$ cat src/rtl/mesh_path_scheduler.sv
// mesh_path_scheduler
// Sequencing core for the 2x2 mesh (routers 0-1 bottom, 2-3 top).
// Accepts per-processor transfer requests, picks a free route round-robin,
// tracks up to four concurrent bursts with per-source beat counters and
// emits grant/release events for the router configuration logic.
//
// Ports:
//   clock, reset       system clock, asynchronous active-high reset
//   req[3:0]           transfer request, bit k = processor k
//   req_dest[7:0]      destination, [2k+1:2k] for processor k
//   req_len            burst length, [LEN_W*k +: LEN_W] for processor k
//   path_free[27:0]    7 candidate bits per source, processor 0 at [27:21]
//   grant_*            one-cycle grant event with source, destination, path
//   release_*          one-cycle release event with freed source
//   response[3:0]      high for exactly len cycles while source k may drive data
//   active[3:0]        source k owns a route
//   done[3:0]          one-cycle completion pulse per source
//   timeout[3:0]       starvation pulse per source
//
// Optional feature macro: PATH_SCHED_TIMEOUT_EN
//   defined   - per-source wait counters raise timeout[k] after TIMEOUT_CYC
//               waiting cycles and mask the source until req[k] drops
//   undefined - timeout is tied to 0

module mesh_path_scheduler #(
    parameter int LEN_W       = 8,
    parameter int HOLDOFF     = 1,
    parameter int TIMEOUT_CYC = 64
) (
    input  logic               clock,
    input  logic               reset,
    input  logic [3:0]         req,
    input  logic [7:0]         req_dest,
    input  logic [4*LEN_W-1:0] req_len,
    input  logic [27:0]        path_free,
    output logic               grant_valid,
    output logic [1:0]         grant_src,
    output logic [1:0]         grant_dst,
    output logic [2:0]         grant_path,
    output logic               release_valid,
    output logic [1:0]         release_src,
    output logic [3:0]         response,
    output logic [3:0]         active,
    output logic [3:0]         done,
    output logic [3:0]         timeout
);

    localparam int HO_W = (HOLDOFF < 2) ? 1 : $clog2(HOLDOFF + 1);

    // Parameter sanity checks at elaboration
    if (LEN_W < 1) begin : g_bad_len_w
        $error("LEN_W must be at least 1");
    end
    if (TIMEOUT_CYC < 1) begin : g_bad_timeout
        $error("TIMEOUT_CYC must be positive");
    end

    typedef enum logic [1:0] {
        SRC_IDLE,
        SRC_ACTIVE,
        SRC_DRAIN
    } src_state_t;

    src_state_t       src_state [4];
    logic [LEN_W-1:0] beat_cnt  [4];
    logic [1:0]       rr_ptr;
    logic [HO_W-1:0]  hold_cnt;

    logic [3:0] path_ok;
    logic [2:0] path_sel [4];
    logic [6:0] pf_bits;
    logic [1:0] rel;
    logic [3:0] eligible;
    logic [3:0] zero_len;
    logic [3:0] rel_pending;
    logic [3:0] arb_mask;
    logic       rel_fire;
    logic [1:0] rel_idx;
    logic       gnt_fire;
    logic [1:0] gnt_idx;
    logic [1:0] scan_idx;

    // Route choice per source: rel = src ^ dest selects a candidate pair,
    // the lower index wins when both candidates are free.
    always_comb begin
        path_ok = '0;
        pf_bits = '0;
        rel     = '0;
        for (int k = 0; k < 4; k++) begin
            path_sel[k] = 3'd0;
        end
        for (int k = 0; k < 4; k++) begin
            pf_bits = path_free[(3-k)*7 +: 7];
            rel     = 2'(k) ^ req_dest[2*k +: 2];
            case (rel)
                2'd0: if (pf_bits[0]) begin path_ok[k] = 1'b1; path_sel[k] = 3'd0; end
                2'd1: if (pf_bits[1]) begin path_ok[k] = 1'b1; path_sel[k] = 3'd1; end
                      else if (pf_bits[2]) begin path_ok[k] = 1'b1; path_sel[k] = 3'd2; end
                2'd2: if (pf_bits[3]) begin path_ok[k] = 1'b1; path_sel[k] = 3'd3; end
                      else if (pf_bits[4]) begin path_ok[k] = 1'b1; path_sel[k] = 3'd4; end
                default: if (pf_bits[5]) begin path_ok[k] = 1'b1; path_sel[k] = 3'd5; end
                      else if (pf_bits[6]) begin path_ok[k] = 1'b1; path_sel[k] = 3'd6; end
            endcase
        end
    end

    // Eligibility, zero-length completions and release candidates.
    // A source finishing this edge and a source already parked in DRAIN
    // both compete for the single release port; lowest index goes first.
    always_comb begin
        eligible    = '0;
        zero_len    = '0;
        rel_pending = '0;
        rel_fire    = 1'b0;
        rel_idx     = 2'd0;
        for (int k = 0; k < 4; k++) begin
            eligible[k]    = req[k] && (src_state[k] == SRC_IDLE) &&
                             (|req_len[LEN_W*k +: LEN_W]) && path_ok[k] && !arb_mask[k];
            zero_len[k]    = req[k] && (src_state[k] == SRC_IDLE) &&
                             !(|req_len[LEN_W*k +: LEN_W]);
            rel_pending[k] = ((src_state[k] == SRC_ACTIVE) && (beat_cnt[k] == LEN_W'(1))) ||
                             (src_state[k] == SRC_DRAIN);
        end
        for (int k = 3; k >= 0; k--) begin
            if (rel_pending[k]) begin
                rel_fire = 1'b1;
                rel_idx  = 2'(k);
            end
        end
    end

    // Round-robin search from rr_ptr; suppressed during holdoff and while
    // a release is going out so path-free bits can settle.
    always_comb begin
        gnt_fire = 1'b0;
        gnt_idx  = 2'd0;
        scan_idx = 2'd0;
        if ((hold_cnt == '0) && !rel_fire) begin
            for (int i = 0; i < 4; i++) begin
                scan_idx = rr_ptr + 2'(i);
                if (!gnt_fire && eligible[scan_idx]) begin
                    gnt_fire = 1'b1;
                    gnt_idx  = scan_idx;
                end
            end
        end
    end

    // Per-source burst FSMs, release port, grant port and holdoff counter.
    // Release and grant are mutually exclusive in a cycle, so the release
    // branch takes precedence without starving anything.
    always_ff @(posedge clock or posedge reset) begin
        if (reset) begin
            grant_valid   <= 1'b0;
            grant_src     <= 2'd0;
            grant_dst     <= 2'd0;
            grant_path    <= 3'd0;
            release_valid <= 1'b0;
            release_src   <= 2'd0;
            response      <= '0;
            active        <= '0;
            done          <= '0;
            rr_ptr        <= 2'd0;
            hold_cnt      <= '0;
            for (int k = 0; k < 4; k++) begin
                src_state[k] <= SRC_IDLE;
                beat_cnt[k]  <= '0;
            end
        end else begin
            grant_valid   <= 1'b0;
            release_valid <= 1'b0;
            done          <= zero_len;
            for (int k = 0; k < 4; k++) begin
                if (src_state[k] == SRC_ACTIVE) begin
                    beat_cnt[k] <= beat_cnt[k] - LEN_W'(1);
                    if (beat_cnt[k] == LEN_W'(1)) begin
                        src_state[k] <= SRC_DRAIN;
                        response[k]  <= 1'b0;
                    end
                end
            end
            if (rel_fire) begin
                release_valid      <= 1'b1;
                release_src        <= rel_idx;
                done[rel_idx]      <= 1'b1;
                src_state[rel_idx] <= SRC_IDLE;
                active[rel_idx]    <= 1'b0;
                response[rel_idx]  <= 1'b0;
                hold_cnt           <= HO_W'(HOLDOFF);
            end else if (gnt_fire) begin
                grant_valid        <= 1'b1;
                grant_src          <= gnt_idx;
                grant_dst          <= req_dest[2*gnt_idx +: 2];
                grant_path         <= path_sel[gnt_idx];
                src_state[gnt_idx] <= SRC_ACTIVE;
                beat_cnt[gnt_idx]  <= req_len[LEN_W*gnt_idx +: LEN_W];
                active[gnt_idx]    <= 1'b1;
                response[gnt_idx]  <= 1'b1;
                rr_ptr             <= gnt_idx + 2'd1;
                hold_cnt           <= HO_W'(HOLDOFF);
            end else if (hold_cnt != '0) begin
                hold_cnt <= hold_cnt - HO_W'(1);
            end
        end
    end

`ifdef PATH_SCHED_TIMEOUT_EN
    localparam int TO_W = $clog2(TIMEOUT_CYC + 1);

    logic [TO_W-1:0] wait_cnt [4];
    logic [3:0]      starve_mask;

    assign arb_mask = starve_mask;

    // Starvation watch: count idle waiting cycles, pulse timeout once the
    // limit is reached and keep the source out of arbitration until its
    // request drops.
    always_ff @(posedge clock or posedge reset) begin
        if (reset) begin
            timeout     <= '0;
            starve_mask <= '0;
            for (int k = 0; k < 4; k++) begin
                wait_cnt[k] <= '0;
            end
        end else begin
            for (int k = 0; k < 4; k++) begin
                timeout[k] <= 1'b0;
                if (!req[k]) begin
                    wait_cnt[k]    <= '0;
                    starve_mask[k] <= 1'b0;
                end else if (gnt_fire && (gnt_idx == 2'(k))) begin
                    wait_cnt[k] <= '0;
                end else if ((src_state[k] == SRC_IDLE) && !starve_mask[k]) begin
                    if (wait_cnt[k] == TO_W'(TIMEOUT_CYC - 1)) begin
                        timeout[k]     <= 1'b1;
                        starve_mask[k] <= 1'b1;
                        wait_cnt[k]    <= '0;
                    end else begin
                        wait_cnt[k] <= wait_cnt[k] + TO_W'(1);
                    end
                end
            end
        end
    end
`else
    assign arb_mask = '0;
    assign timeout  = '0;
`endif

endmodule

$ cat config.mk
export PLATFORM = sky130hd
export DESIGN_NAME = mesh_path_scheduler
export DESIGN_NICKNAME = d
export VERILOG_FILES = /design/src/rtl/mesh_path_scheduler.sv
export SDC_FILE = /design/constraint.sdc
export NUM_CORES = 1
export LEC_CHECK = 0
export ABC_CLOCK_PERIOD_IN_PS = 3200
export CORE_MARGIN = 5
export CORE_UTILIZATION = 51
export CTS_CLUSTER_DIAMETER = 200
export CTS_CLUSTER_SIZE = 40
export DETAILED_ROUTE_END_ITERATION = 8
export PLACE_DENSITY = 0.85
export SYNTH_ARGS = -nofsm -noshare
export SYNTH_HDL_FRONTEND = slang
export SYNTH_SLANG_ARGS = --single-unit
$ cat constraint.sdc
create_clock -name clock -period 3.2 [get_ports clock]
set_input_delay 0.64 -clock clock [delete_from_list [all_inputs] [get_ports clock]]
set_output_delay 0.64 -clock clock [all_outputs]
set_load 0.1 [all_outputs]
==> results of run 1 <==
-- flip-flops by register name (all words and copies together), names as in the netlist, 2 cells and up --
| register | count |
|---|---|
| grant_src | 2 |
| response | 4 |
| grant_path | 3 |
| grant_dst | 2 |
| active | 4 |
| release_src | 2 |
| src_state | 8 |
| beat_cnt | 32 |
| done | 4 |
| rr_ptr | 2 |
-- kinds of logic after synthesis --
logic type               after synthesis
AND/OR/NAND/NOR                      196
AO/OA/AOI/OAI                        126
flip-flops                            66
buffers and inverters                 43
XOR/XNOR                              27
multiplexers                          20
adder cells (fa/ha/maj)               13
other                                  1
-- metrics by stage --
stage / instances / setup slack (ns) / total power [mW] / hold slack, ns
after floorplan: 495 / 0.163 / 1.74 / 0.514
after global placement: 723 / -0.189 / 2.06 / 0.461
after detailed placement: 723 / -0.273 / 2.08 / 0.469
after CTS: 739 / 0.0658 / 2.80 / 0.486
after global routing: 739 / -0.00195 / 2.92 / 0.507
final: 739 / 0.0787 / 2.80 / 0.485
-- area by class of cell --
cell class	instances	area, um^2
Multi-Input combinational cell	386	2450
Fill cell	602	2330
Sequential cell	66	1650
Timing Repair Buffer	147	1380
Tap cell	105	131
Clock buffer	9	124
Clock inverter	7	75.1
Inverter	19	72.6
-- layer usage --
metal,global-route usage,share of wire
met1,0.307,0.40
met2,0.440,0.49
met3,0.0491,0.061
met4,0.117,0.043
met5,0,0
-- cells in the final DEF, fill, tap and decap left out, drive strengths merged, types with 7 or more instances in the layout --
| master | netlist | final |
|---|---|---|
| nor4 | 16 | 16 |
| xor2 | 12 | 12 |
| a21oi | 24 | 24 |
| dfrtp | 66 | 66 |
| nand3 | 13 | 13 |
| nand2 | 79 | 79 |
| nor2 | 31 | 31 |
| ha | 13 | 13 |
| clkdlybuf4s50 | 0 | 73 |
| mux2i | 13 | 13 |
| nand2b | 7 | 7 |
| inv | 18 | 20 |
| buf | 17 | 74 |
| xnor2 | 15 | 15 |
| o21ai | 50 | 50 |
| nor3 | 10 | 10 |
| clkbuf | 7 | 9 |
| a22o | 10 | 10 |
| nor2b | 7 | 7 |
-- synth_stat cells, drive strengths merged, types with 10 or more instances --
library cell   n  area (um^2)
a21oi         24          120
a22o          10         87.6
buf           17          123
dfrtp         66         1650
ha            13          163
inv           18         67.6
mux2i         13          130
nand2         79          307
nand3         13         65.1
nor2          31          116
nor3          10         50.1
nor4          16          106
o21ai         50          250
xnor2         15          131
xor2          12          105
-- worst max-delay path, delay by kind of cell --
kind                     cells  cell delay (ns)
AND/OR/NAND/NOR              4             1.20
AO/OA/AOI/OAI                4             0.71
buffers and inverters        2             0.57
adder cells (fa/ha/maj)      1             0.23
-- power groups by stage --
| stage | combinational (mW) | sequential [mW] | clock (mW) |
|---|---|---|---|
| floorplan | 0.389 | 1.35 | 0 |
| global placement | 1.02 | 1.04 | 0 |
| detailed placement | 1.04 | 1.04 | 0 |
| CTS | 1.05 | 1.02 | 0.725 |
| global route | 1.12 | 1.04 | 0.756 |
| finish | 1.05 | 1.03 | 0.726 |
-- final timing paths --
kind | startpoint | to | depth (start not counted)
setup reg to reg | beat_cnt[2]$_DFF_PP0_ | beat_cnt[10]$_DFF_PP0_ | 9
setup / recovery | req[2] | beat_cnt[17]$_DFF_PP0_ | 11
max in group asynchronous | reset | rr_ptr[1]$_DFFE_PP0P_ | 3
hold reg to reg | response[0]$_DFF_PP0_ | response[0]$_DFF_PP0_ | 2
hold / removal | response[0]$_DFF_PP0_ | response[0]$_DFF_PP0_ | 2
min in group asynchronous | reset | beat_cnt[11]$_DFF_PP0_ | 2
-- repair_timing --
item,4_1_cts,5_1_grt
gates resized for setup,0,6
setup endpoints to repair,0,31
hold endpoints to repair,0,0
hold buffers,0,0
==> out/metrics.csv, run 1 <==
metric,value,unit
postRouteAntennaNets,0,
grt_pass1_wl,20600,um
drc_errors,0,
drv_slew,0,
slowest_delay,0.45,ns
rows,33,
via_per_inst,5.86,
required,3.42,ns
timing.final.crit_share,0.975,
pwr-share-clk,0.259,
grt_start_max_net_pins,38,
cts_tree,done,
power_switching,1.13,mW
clk_pin_slew_worst_paths,0.07,ns
synth_top_family_by_area,simple AND/OR/NAND/NOR gates,
antenna_found_initial,0,
syn_to_final_growth,36.7,%
worstSetupStartpointType,primary input,
synthXorXnorAreaFrac,0.0549,
worst_setup_path_end_kind,flip-flop,
intPower,1.67,mW
post_dp_cell_area,0.00567,mm^2
worst_skew_pair.late_latency,0.35,ns
yosys.area_share.simple,0.230,
holdCritPathClass,flip-flop to flip-flop,
pwr-share-comb,0.375,
power_density,476,mW/mm^2
drt_wl_total,12800,um
io_buffer_count,96,
yosys_register_bits,66,
wl_per_cell,17.3,um
post_synth_num_cell_types,62,
p_seq_frac,0.366,
tns,0,ns
nets,716,
max_freq,320,MHz
cpMaxStageDelayCell,clkdlybuf4s50_1,
cts_max_path_buffers,2,
ctsRootBufferMaster,clkbuf_8,
peakVddDrop,0.000780,V
min_period,3.12,ns
drt-pass1-iter-count,6,
clock_skew,0.0142,ns
async_flop_share,1.00,
n_antenna_cell,0,
numClockSinks,66,
synthAdderAreaFrac,0.0378,
die_w,102,um
postCtsSetupRepairBufs,0,
drt_iter0_markers,252,
yosysWarnings,0,
p_leak,2.63,nW
synth_edf_count,0,
final_layout_size_suffix_gt1_frac,0.180,
cts_htree_levels,3,
dieArea,0.0104,mm^2
start_util,0.524,
synthCells,492,
synth_area,0.00431,mm^2
final_core_util,0.716,
synth_mux_area_frac,0.0511,
tightest_slew,0.666,ns
place_hpwl,10100,um
setup.worst_path.class,primary input to flip-flop,
finalHoldViolCount,0,
setup_viol,0,
die_h,102,um
vias,4327,
yosysSeqAreaShare,0.384,
path_max_fanout,5,
arrival,3.35,ns
grt_overflow_total,0,
slew_headroom,0.555,
first_global_vias,4297,
ys.flop_type,dfrtp_1,
final_area,0.00589,mm^2
grt_usage,0.254,
outcome,"complete, no violations",
cts_buffers,9,
reg2reg_slack,0.28,ns
synth_compound_area_frac,0.190,
ios,101,
avgSynthCellArea,8.75,um^2
globalplace.congestion,1.03,
core-area,0.00822,mm^2
path_cells,clkdlybuf4s50_1 > or3b_1 > a21o_1 > or2_2 > a2bb2oi_2 > and3_4 > clkinv_2 > ha_1 > and3_1 > a211oi_1 > a21oi_1,
drv_cap,0,
sw_frac_of_total,0.403,
Note: power is estimated with default switching activity, not from simulation.
==> run 2: changes to the inputs <==
Settings changed: CELL_PAD_IN_SITES_DETAIL_PLACEMENT from default to 0, CELL_PAD_IN_SITES_GLOBAL_PLACEMENT from default to 1, CORE_UTILIZATION 51 to 38, PLACE_DENSITY 0.85 to 0.86.
==> run 2 against run 1 <==
First-iteration DRC count down 4.0%; total power up 6.9%; setup slack better by 0.049 ns; fmax up 1.6%; largest power group unchanged; clock-buffer cell count up 1; register-to-register slack worse by 0.06 ns; critical path type unchanged; routed wire length down 0.19%; clock power up 27%; die area up 31%.
==> out/metrics.csv, run 2 (same netlist as run 1, synthesis figures left out) <==
metric,value,unit
total_power,3.00,mW
power_switching,1.15,mW
place_ws,-0.283,ns
via_per_inst,5.41,
core-area,0.0110,mm^2
multi_input_area,0.00248,mm^2
globalplace.congestion,0.918,
die_w,116,um
holdCritPathClass,flip-flop to flip-flop,
numClockSinks,66,
sw_frac_of_total,0.382,
syn_to_final_growth,41.0,%
finalHoldViolCount,0,
postCtsSetupRepairBufs,0,
drv_cap,0,
wl_per_cell,16.4,um
layout_commonest_cell,nand2_1,
pwr-share-clk,0.309,
worstSetupStartpointType,primary input,
path_max_fanout,9,
largest_register,beat_cnt,
max_freq,325,MHz
drt-pass1-iter-count,4,
timing.final.crit_share,0.960,
arrival,3.32,ns
reg2reg_slack,0.22,ns
first_global_vias,4210,
rows,38,
final_area,0.00607,mm^2
final_layout_size_suffix_gt1_frac,0.192,
cts_buffers,9,
setup_viol,0,
min_period,3.07,ns
io_buffer_count,96,
tightest_slew,0.708,ns
drt_wl_total,12800,um
dp_cells,763,
worst_setup_path_end_kind,flip-flop,
grt_overflow_total,0,
nets,721,
required,3.44,ns
reg_top3,"beat_cnt (32), src_state (8)",
pwr-share-comb,0.347,
vias,4212,
setup.worst_path.class,primary input to flip-flop,
worst_skew_pair.late_latency,0.33,ns
n_antenna_cell,0,
ctsRootBufferMaster,clkbuf_16,
grt_start_max_net_pins,61,
postRouteAntennaNets,0,
ios,101,
dieArea,0.0136,mm^2
rsz0062_at_grt,true,
final-seq-area,0.00165,mm^2
place_hpwl,10100,um
antenna_found_initial,0,
nFillCells,966,
p_seq_frac,0.344,
setup_ws,0.128,ns
start_util,0.392,
outcome,"complete, no violations",
post_dp_cell_area,0.00575,mm^2
clock_skew,0.00795,ns
intPower,1.85,mW
die_h,116,um
slew_headroom,0.521,
grt_pass1_wl,20600,um
cts_tree,done,
cts_max_path_buffers,2,
clk_pin_slew_worst_paths,0.06,ns
drc_errors,0,
drt_iter0_markers,242,
final_cell_count_no_fill,779,
largest_reg_flops,32,
final_cell_mix,"77 x nand2_1, 73 x clkdlybuf4s50_1, 72 x buf_4",
p_leak,2.67,nW
cts_htree_levels,3,
drv_slew,0,
grt_usage,0.193,
peakVddDrop,0.000787,V
power_density,494,mW/mm^2
[run 2: power groups by stage]
stage	combinational [mW]	sequential [mW]	clock [mW]
floorplan	0.389	1.35	0
global placement	1.01	1.04	0
detailed placement	1.03	1.04	0
CTS	1.04	1.03	0.937
global route	1.11	1.04	0.967
finish	1.04	1.03	0.925
[run 2: final timing paths]
path / from / end / depth (start not counted)
setup / recovery: req[2] / active[3]$_DFFE_PP0P_ / 11
hold / removal: response[0]$_DFF_PP0_ / response[0]$_DFF_PP0_ / 2
setup reg to reg: src_state[4]$_DFF_PP0_ / active[3]$_DFFE_PP0P_ / 10
hold reg to reg: response[0]$_DFF_PP0_ / response[0]$_DFF_PP0_ / 2
max in group asynchronous: reset / src_state[5]$_DFF_PP0_ / 3
min in group asynchronous: reset / beat_cnt[5]$_DFF_PP0_ / 2
[run 2: area by class of cell]
type,instances,share of cell area
Clock buffer,10,0.0394
Clock inverter,6,0.00680
Inverter,19,0.0122
Multi-Input combinational cell,386,0.408
Sequential cell,66,0.272
Tap cell,140,0.0289
Timing Repair Buffer,152,0.232
[run 2: timing repair]
action	CTS	global route
gates resized for setup	0	10
endpoints found under the hold margin	0	0
setup endpoints to repair	0	44
hold buffers	0	0
[run 2: critical path, stage by stage]
cell and delay, ns:
clkdlybuf4s50_1 0.45, or3b_1 0.41, a21o_1 0.21, or2_2 0.34, a2bb2oi_1 0.20, and3_4 0.26
buf_12 0.13, ha_1 0.21, nand2_1 0.12, buf_4 0.19, a21boi_0 0.16
[run 2: through the flow]
step | TNS [ns] | util | hold WS, ns
detailed placement | -10.58 | 0.524 | 0.473
finish | 0 | 0.553 | 0.491
global placement | -8.85 | 0.524 | 0.468
CTS | 0 | 0.549 | 0.488
global route | -0.0518 | 0.553 | 0.529
floorplan | 0 | - | 0.514
[run 2: metal layers]
metal  part of all wire  routed length [um]  vias up  global-route usage
met5                  0                   0        -                   0
li1                   -                   -     2051                   -
met3              0.048                 611       21              0.0311
met2               0.50                6430      130               0.333
met1               0.43                5460     2010               0.241
met4              0.024                 302        0              0.0750
